**src/rtl/uart_irq_pkg.sv**
```systemverilog
// Shared constants and FSM state type for the UART interrupt controller.
// Register addresses, status bit positions and controller states.
package uart_irq_pkg;

  localparam logic [1:0] ADDR_PEND = 2'd0;
  localparam logic [1:0] ADDR_MASK = 2'd1;
  localparam logic [1:0] ADDR_RAW  = 2'd2;
  localparam logic [1:0] ADDR_ID   = 2'd3;

  localparam int FE   = 0;
  localparam int CRCE = 1;
  localparam int ORE  = 2;
  localparam int NF   = 3;
  localparam int TXI  = 4;
  localparam int TBNF = 5;
  localparam int DR   = 6;

  typedef enum logic [1:0] {
    IDLE,
    ASSERT,
    SERVICE,
    HOLDOFF
  } state_t;

endpackage

```
**src/rtl/uart_irq_prio.sv**
```systemverilog
// Lowest-index-wins 8-to-3 priority encoder.
// valid is high when any request bit is set.
module uart_irq_prio (
  input  logic [7:0] req,
  output logic [2:0] id,
  output logic       valid
);

  always_comb begin
    id = 3'd0;
    for (int i = 7; i >= 0; i--) begin
      if (req[i]) id = 3'(i);
    end
  end

  assign valid = |req;

endmodule

```
**src/rtl/uart_irq_ctrl.sv**
```systemverilog
// UART status edge-to-pending latch, mask, irq FSM and CPU registers.
// Define UART_IRQ_HOLDOFF_EN to add a minimum irq-low time after service.
module uart_irq_ctrl
  import uart_irq_pkg::*;
#(
  parameter int NSRC           = 7,
  parameter int HOLDOFF_CYCLES = 4
) (
  input  logic       clk,
  input  logic       reset,
  input  logic [7:0] stat_in,
  input  logic       cpu_rd,
  input  logic       cpu_wr,
  input  logic [1:0] cpu_addr,
  input  logic [7:0] cpu_wdata,
  output logic [7:0] cpu_rdata,
  output logic       cpu_rvalid,
  output logic       irq,
  output logic [2:0] irq_id
);

  localparam logic [7:0] SRC_MASK =
    8'((9'd1 << NSRC) - 9'd1);

  logic [7:0] stat_q;
  logic [7:0] pend;
  logic [7:0] mask;
  logic [7:0] rise;
  logic [7:0] clr;
  logic [7:0] act_vec;
  logic [7:0] rd_mux;
  logic [2:0] enc_id;
  logic       act;
  logic       wr_pend;
  logic       rd_id;
  state_t     state;

`ifdef UART_IRQ_HOLDOFF_EN
  localparam int CW = $clog2(HOLDOFF_CYCLES) + 1;
  logic [CW-1:0] hcnt;
`endif

  assign rise    = stat_in & ~stat_q & SRC_MASK;
  assign wr_pend = cpu_wr && (cpu_addr == ADDR_PEND);
  assign rd_id   = cpu_rd && (cpu_addr == ADDR_ID);
  assign clr     = wr_pend ? cpu_wdata : 8'h00;
  assign act_vec = pend & mask;

  uart_irq_prio u_prio (
    .req   (act_vec),
    .id    (enc_id),
    .valid (act)
  );

  always_comb begin
    rd_mux = 8'h00;
    unique case (cpu_addr)
      ADDR_PEND: rd_mux = pend;
      ADDR_MASK: rd_mux = mask;
      ADDR_RAW:  rd_mux = stat_in & SRC_MASK;
      ADDR_ID:   rd_mux = {act, 4'b0000, irq_id};
    endcase
  end

  always_ff @(posedge clk) begin
    if (reset) begin
      stat_q     <= 8'h00;
      pend       <= 8'h00;
      mask       <= 8'h00;
      cpu_rdata  <= 8'h00;
      cpu_rvalid <= 1'b0;
      irq_id     <= 3'd0;
    end else begin
      stat_q     <= stat_in;
      // a new rising edge wins over a same-cycle clear
      pend       <= (pend & ~clr) | rise;
      irq_id     <= enc_id;
      cpu_rvalid <= cpu_rd;
      if (cpu_rd) cpu_rdata <= rd_mux;
      if (cpu_wr && (cpu_addr == ADDR_MASK))
        mask <= cpu_wdata & SRC_MASK;
    end
  end

  always_ff @(posedge clk) begin
    if (reset) begin
      state <= IDLE;
      irq   <= 1'b0;
`ifdef UART_IRQ_HOLDOFF_EN
      hcnt  <= '0;
`endif
    end else begin
      unique case (state)
        IDLE: begin
          if (act) begin
            state <= ASSERT;
            irq   <= 1'b1;
          end
        end
        ASSERT: begin
          if (!act) begin
            state <= IDLE;
            irq   <= 1'b0;
          end else if (rd_id) begin
            state <= SERVICE;
            irq   <= 1'b0;
          end
        end
        SERVICE: begin
          irq <= 1'b0;
          if (wr_pend) begin
`ifdef UART_IRQ_HOLDOFF_EN
            state <= HOLDOFF;
            hcnt  <= CW'(HOLDOFF_CYCLES - 1);
`else
            state <= IDLE;
`endif
          end
        end
        HOLDOFF: begin
          irq <= 1'b0;
`ifdef UART_IRQ_HOLDOFF_EN
          if (hcnt == '0) state <= IDLE;
          else            hcnt  <= hcnt - 1'b1;
`else
          state <= IDLE;
`endif
        end
      endcase
    end
  end

endmodule

```
**config.mk**
```make
export PLATFORM = sky130hd
export DESIGN_NAME = uart_irq_ctrl
export DESIGN_NICKNAME = d
export VERILOG_FILES = /design/src/rtl/uart_irq_pkg.sv /design/src/rtl/uart_irq_prio.sv /design/src/rtl/uart_irq_ctrl.sv
export SDC_FILE = /design/constraint.sdc
export NUM_CORES = 1
export LEC_CHECK = 0
export CAP_MARGIN = 40
export CORE_MARGIN = 1.5
export CORE_UTILIZATION = 49
export CTS_BUF_LIST = sky130_fd_sc_hd__clkbuf_16
export DETAILED_ROUTE_END_ITERATION = 6
export PLACE_DENSITY = 0.87
export SYNTH_ARGS = -nofsm -noshare
export SYNTH_HDL_FRONTEND = slang
export SYNTH_SLANG_ARGS = --single-unit
```
**constraint.sdc**
```tcl
create_clock -name clk -period 1.4 [get_ports clk]
set_clock_uncertainty 0.15 [all_clocks]
set_input_delay 0.14 -clock clk [delete_from_list [all_inputs] [get_ports clk]]
set_output_delay 0.14 -clock clk [all_outputs]
set_load 0.005 [all_outputs]
```
==> results of run 1 <==
## tightest hold or removal path, delay by kind of cell
family | cells | cell delay (ps)
AO/OA/AOI/OAI | 1 | 160
buffers and inverters | 2 | 270
AND/OR/NAND/NOR | 1 | 40
## registers in the layout, summed over array words and instances, names as in the netlist
| signal | flops |
|---|---|
| cpu_rvalid | 1 |
| pend | 8 |
| stat_q | 7 |
| irq | 1 |
| mask | 7 |
| cpu_rdata | 8 |
| irq_id | 3 |
| state | 2 |
## routing by layer
metal / track usage / wire length, um / up-vias
met5: 0 / 0 / -
met4: 0.1201 / 57 / 0
met2: 0.4270 / 2164 / 65
met3: 0.08515 / 313 / 8
li1: - / - / 695
met1: 0.2808 / 1656 / 702
## final timing paths
path / start / endpoint / slack (ps) / cells past startpoint
hold reg to reg: mask[0] / irq_id[0] / 330 / 1
hold / removal: cpu_addr[0] / cpu_rdata[5] / 230 / 4
setup reg to reg: mask[2] / state[1] / 8 / 4
setup / recovery: mask[2] / state[1] / 8 / 4
## metrics by stage
step | utilization | setup WS (ps) | TNS [ps] | area (um^2)
finish | 0.7483 | 7.576 | 0 | 2266
floorplan | - | 143.0 | 0 | 1540
global route | 0.7483 | -89.50 | -90.47 | 2266
detailed placement | 0.6731 | -463.5 | -9204 | 2038
global placement | 0.6731 | -388.8 | -7711 | 2038
CTS | 0.7293 | 2.159 | 0 | 2208
## synth_stat cells, types with 4 or more instances
cell / instances / area [um^2]
dfxtp_1: 37 / 740.7
nand2_1: 23 / 86.33
nor2_1: 19 / 71.32
a21oi_1: 17 / 85.08
nor2b_1: 15 / 93.84
nand3_1: 10 / 50.05
mux2i_1: 7 / 70.07
clkbuf_1: 5 / 18.77
a22oi_1: 4 / 30.03
nor3_1: 4 / 20.02
o211a_1: 4 / 40.04
## cells by family after synthesis
logic type,after synthesis,synth area share
AND/OR/NAND/NOR,81,0.2600
flip-flops,37,0.4809
AO/OA/AOI/OAI,31,0.1308
multiplexers,10,0.09423
buffers and inverters,10,0.03412
## layout by cell type (no fill, tap or decap), drive strengths merged
cell,count
nand4,3
mux4,3
nor2,19
mux2i,7
a31oi,2
and2,1
dfxtp,37
inv,1
and2b,1
dlygate4sd2,7
and3,1
a211oi,1
buf,23
a21oi,17
o21bai,1
nand3,10
dlymetal6s2s,7
nand2,23
nor2b,15
nand2b,2
clkinv,1
clkdlybuf4s50,19
bufinv,1
o41ai,1
nor3,4
o211a,4
nor3b,2
a22oi,4
clkbuf,5
a32o,1
## where the power goes
| group | internal, mW | switching [mW] |
|---|---|---|
| registers | 1.11 | 0.0392 |
| logic | 0.187 | 0.149 |
| clock network | 0.826 | 0.403 |
## area by class of cell
cell class,instances,area [um^2]
fillers,221,762.0
clock buffers,5,125.1
well taps,44,55.05
clock inverters,3,37.54
multi-input cells,122,778.2
repair buffers,56,519.2
flip-flops and latches,37,750.7
## repair_timing
action | in CTS | in global routing
pin swaps | 1 | 7
endpoints found under the setup margin | 32 | 15
setup buffers | 0 | 1
gates resized for setup | 14 | 17
endpoints found under the hold margin | 0 | 0
==> flow_summary_export.csv, run 1 <==
group,metric,value,unit
worst_setup_path,endpoint_kind,"flop",
sta,slew-limit-headroom,0.8065,
placed_design,gp_congestion,0.8097,
clock_network,htreeDepth,2,
placed_design,port-buffer-count,33,
worst_setup_path,slowest_delay,340,ps
global_routing,grt_max_degree,20,
detailed_routing,wl_per_cell,15.70,um
clock_network,clkLatencyLatePin,280,ps
cells_and_area,stdcell_count,267,
synthesis,synthCells,169,
synthesis,synth_area,0.001540,mm^2
cells_and_area,area_growth,47.12,%
sta,holdWs,230.7,ps
sta,fin_crit_sh,0.9946,
synthesis,synth_edf_count,0,
floorplan,ios,35,
synthesis,syn_avg_cell_area,9.114,um^2
synthesis,yosys_warnings,0,
floorplan,die_h,59.07,um
clock_network,cts_tree,"built",
sta,fmax,0.7182,GHz
cells_and_area,diodes,0,
power_and_ir_drop,irDropWorstVdd,0.8739,mV
detailed_routing,drc,0,
worst_setup_path,worstPathRequired,1420,ps
global_routing,grt_pass1_vias,1376,
detailed_routing,wirelength,4191,um
worst_setup_path,crit_type,"flop to flop",
worst_setup_path,cp_num_buf_inv,0,
synthesis,synth_flop_cell,"dfxtp_1",
global_routing,antenna_found_initial,0,
worst_setup_path,crit_arrival,1420,ps
sta,post-route-min-period,1392,ps
floorplan,die_x,59.07,um
synthesis,synth_seq_cells,37,
detailed_routing,dr.pass1.iters,4,
hold_path,hp-class,"input pin to flop",
detailed_routing,antenna_left,0,
floorplan,initial_utilization,0.5087,
power_and_ir_drop,leakagePower,1.042,nW
synthesis,async_flop_share,0,
worst_setup_path,cp_cell_sequence,"a22oi_2 -> nand4_1 -> a31oi_1 -> nor2_1",
sta,hold_violations,0,
cells_and_area,nets,244,
detailed_routing,drtIter0Drc,92,
placed_design,dp.cells,258,
power_and_ir_drop,power.density,1199,mW/mm^2
job,cap_violations,0,
sta,tightestPinTransition,286.6,ps
run_status,outcome,"finished clean",
detailed_routing,dr_total_vias,1470,
sta,setup_viol,0,
detailed_routing,via_per_inst,5.506,
placed_design,post-dp-hpwl,2776,um
clock_network,cts_buffers,5,
clock_network,holdBufCountCts,0,
clock_network,cts_root_buf,"clkbuf_16",
synthesis,synth_fp_nets,191,
sta,slew_violations,0,
worst_setup_path,critPathLaunchType,"flop",
global_routing,grt_overflow,0,
worst_setup_path,path_max_fanout,5,
global_routing,track_usage,0.2511,
cells_and_area,drive_gt1_frac,0.2108,
clock_network,cts.clk_slew.worst_paths,60,ps
global_routing,grt_pass1_wl,6375,um
synthesis,synth.yosys.seq_area_share,0.4809,
sta,grt_setup_unrepaired,"yes",
worst_setup_path,critPathTopFamily,"compound AO/OA/AOI/OAI gates",
floorplan,dieArea,0.003489,mm^2
clock_network,cts_buffer_depth,2,
power_and_ir_drop,finalPower,2.716,mW
floorplan,core,0.003028,mm^2
floorplan,rows,20,
synthesis,yosysUniqueCellTypes,28,
worst_setup_path,crit_slowest_cell,"dfxtp_2",
clock_network,clock-sinks,37,
Power figures use the tool's default switching activity.
==> inputs of run 2 (changes only) <==
--- a/config.mk
+++ b/config.mk
@@ -7,10 +7,10 @@
 export LEC_CHECK = 0
 export CAP_MARGIN = 40
 export CORE_MARGIN = 1.5
-export CORE_UTILIZATION = 49
+export CORE_UTILIZATION = 50
 export CTS_BUF_LIST = sky130_fd_sc_hd__clkbuf_16
 export DETAILED_ROUTE_END_ITERATION = 6
-export PLACE_DENSITY = 0.87
+export PLACE_DENSITY = 0.78
 export SYNTH_ARGS = -nofsm -noshare
 export SYNTH_HDL_FRONTEND = slang
 export SYNTH_SLANG_ARGS = --single-unit
==> constraint.sdc (replaced) <==
create_clock -name clk -period 1.65 [get_ports clk]
set_clock_uncertainty 0.15 [all_clocks]
set_input_delay 0.165 -clock clk [delete_from_list [all_inputs] [get_ports clk]]
set_output_delay 0.165 -clock clk [all_outputs]
set_load 0.005 [all_outputs]
==> flow_summary_export.csv, run 2 (synthesized netlist as in run 1, its figures left out) <==
group,metric,value,unit
floorplan,die_h,58.50,um
worst_setup_path,worstPathRequired,1670,ps
worst_setup_path,rr_startpoint,"pend[4]",
sta,setup_viol,0,
cells_and_area,area_growth,37.29,%
cells_and_area,drive_gt1_frac,0.1163,
floorplan,initial_utilization,0.5444,
clock_network,cts.clk_slew.worst_paths,50,ps
global_routing,antenna_found_initial,0,
clock_network,cts_buffers,5,
sta,grt_setup_unrepaired,"no",
cells_and_area,layout_common_cells,"dfxtp_1 (37), clkdlybuf4s50_1 (32), nand2_1 (22)",
sta,tightestPinTransition,319.1,ps
cells_and_area,layout_commonest_cell,"dfxtp_1",
detailed_routing,dr.pass1.iters,4,
sta,setup_ws,148.2,ps
floorplan,rows,19,
power_and_ir_drop,finalPower,2.103,mW
placed_design,place_ws,-232.1,ps
clock_network,clock-sinks,37,
cells_and_area,register_area,740.7,um^2
sta,post-route-min-period,1502,ps
hold_path,hp-class,"input pin to flop",
worst_setup_path,endpoint_kind,"flop",
worst_setup_path,crit_type,"flop to flop",
sta,hold_violations,0,
clock_network,htreeDepth,2,
placed_design,gp_congestion,0.8724,
global_routing,grt_pass1_vias,1403,
placed_design,port-buffer-count,33,
clock_network,cts_buffer_depth,2,
floorplan,dieArea,0.003422,mm^2
power_and_ir_drop,power.density,994.7,mW/mm^2
sta,fin_crit_sh,0.9102,
clock_network,cts_root_buf,"clkbuf_16",
detailed_routing,via_per_inst,5.695,
cells_and_area,nFillCells,220,
sta,slew-limit-headroom,0.7873,
worst_setup_path,reg2reg_slack,150,ps
detailed_routing,wl_per_cell,15.24,um
worst_setup_path,cp_cell_sequence,"a22oi_1 -> nand4_1 -> a31oi_1 -> nor2_1",
clock_network,clkLatencyLatePin,280,ps
detailed_routing,wirelength,3749,um
worst_setup_path,path_max_fanout,5,
cells_and_area,final_cell_area,0.002115,mm^2
worst_setup_path,crit_slowest_cell,"dfxtp_1",
worst_setup_path,critPathLaunchType,"flop",
sta,slew_violations,0,
floorplan,ios,35,
placed_design,post-dp-hpwl,2797,um
cells_and_area,nets,237,
hold_path,min_from,"cpu_wdata[7]",
cells_and_area,top_regs,"cpu_rdata x8, pend x8",
sta,holdWs,282.9,ps
power_and_ir_drop,leakagePower,0.8600,nW
job,cap_violations,0,
detailed_routing,drtIter0Drc,54,
clock_network,cts_resized,0,
run_status,outcome,"finished clean",
cells_and_area,multi_input_comb_area,749.5,um^2
detailed_routing,drc,0,
sta,fmax,0.6659,GHz
placed_design,placed_cell_area,0.001977,mm^2
detailed_routing,antenna_left,0,
cells_and_area,diodes,0,
global_routing,grt_max_degree,13,
global_routing,track_usage,0.2430,
clock_network,postCtsSetupBuffers,0,
floorplan,core,0.002829,mm^2
clock_network,cts_tree,"built",
worst_setup_path,slowest_delay,340,ps
worst_setup_path,crit_path_start,"pend[4]",
global_routing,grt_pass1_wl,6182,um
worst_setup_path,crit_arrival,1520,ps
floorplan,die_x,58.50,um
clock_network,holdBufCountCts,0,
power_and_ir_drop,irDropWorstVdd,0.7642,mV
detailed_routing,dr_total_vias,1401,
global_routing,grt_overflow,0,
-- run 2: cell types whose count changed in the layout (fill, tap and decap cells not counted) --
| cell | delta |
|---|---|
| a21oi_1 | +3 |
| a21oi_2 | -3 |
| a22oi_1 | +4 |
| a22oi_2 | -4 |
| buf_4 | -5 |
| buf_6 | -2 |
| bufinv_16 | -1 |
| clkdlybuf4s50_1 | +13 |
| dfxtp_1 | +8 |
| dfxtp_2 | -8 |
| dlygate4sd2_1 | -7 |
| dlymetal6s2s_1 | -6 |
| nand2_1 | -1 |
| nand2_2 | +1 |
-- run 2: final timing paths --
path         cells after the start        to
max reg2reg                      4  state[1]
max                              4  state[1]
min                              2   pend[7]
min reg2reg                      2   pend[7]
-- run 2: where the power goes --
part	internal, mW	total [mW]	leakage (nW)	switching, mW
Sequential	0.941	0.975	0.304	0.0344
Combinational	0.152	0.262	0.487	0.111
Clock	0.539	0.866	0.0685	0.327
Total	1.63	2.10	0.860	0.472
-- run 2: worst max-delay path: cells and delay by family, from the launching register on --
kind | cells | cell delay [ps]
AOI/OAI and AO/OA | 2 | 580
DFF | 1 | 340
and+or+nand+nor | 2 | 320
-- run 2: cell type report --
class                           count  share of cell area
Multi-Input combinational cell    122              0.3544
Sequential cell                    37              0.3503
Timing Repair Buffer               49              0.2142
Clock buffer                        5             0.05917
Tap cell                           31             0.01834
Clock inverter                      2            0.003550
-- run 2: routing by layer --
metal	vias to the layer above	wire [um]	GRT usage
met5	-	0	0
met2	63	1857	0.3949
met3	8	265	0.08571
li1	679	-	-
met1	651	1553	0.2930
met4	0	73	0.09967
-- run 2: per-stage QoR --
step	utilization	instances	setup TNS, ps
after CTS	0.7457	246	0
after floorplan	-	169	0
final	0.7475	246	0
after detailed placement	0.6988	239	-3867
after global routing	0.7475	246	0
after global placement	0.6988	239	-3075
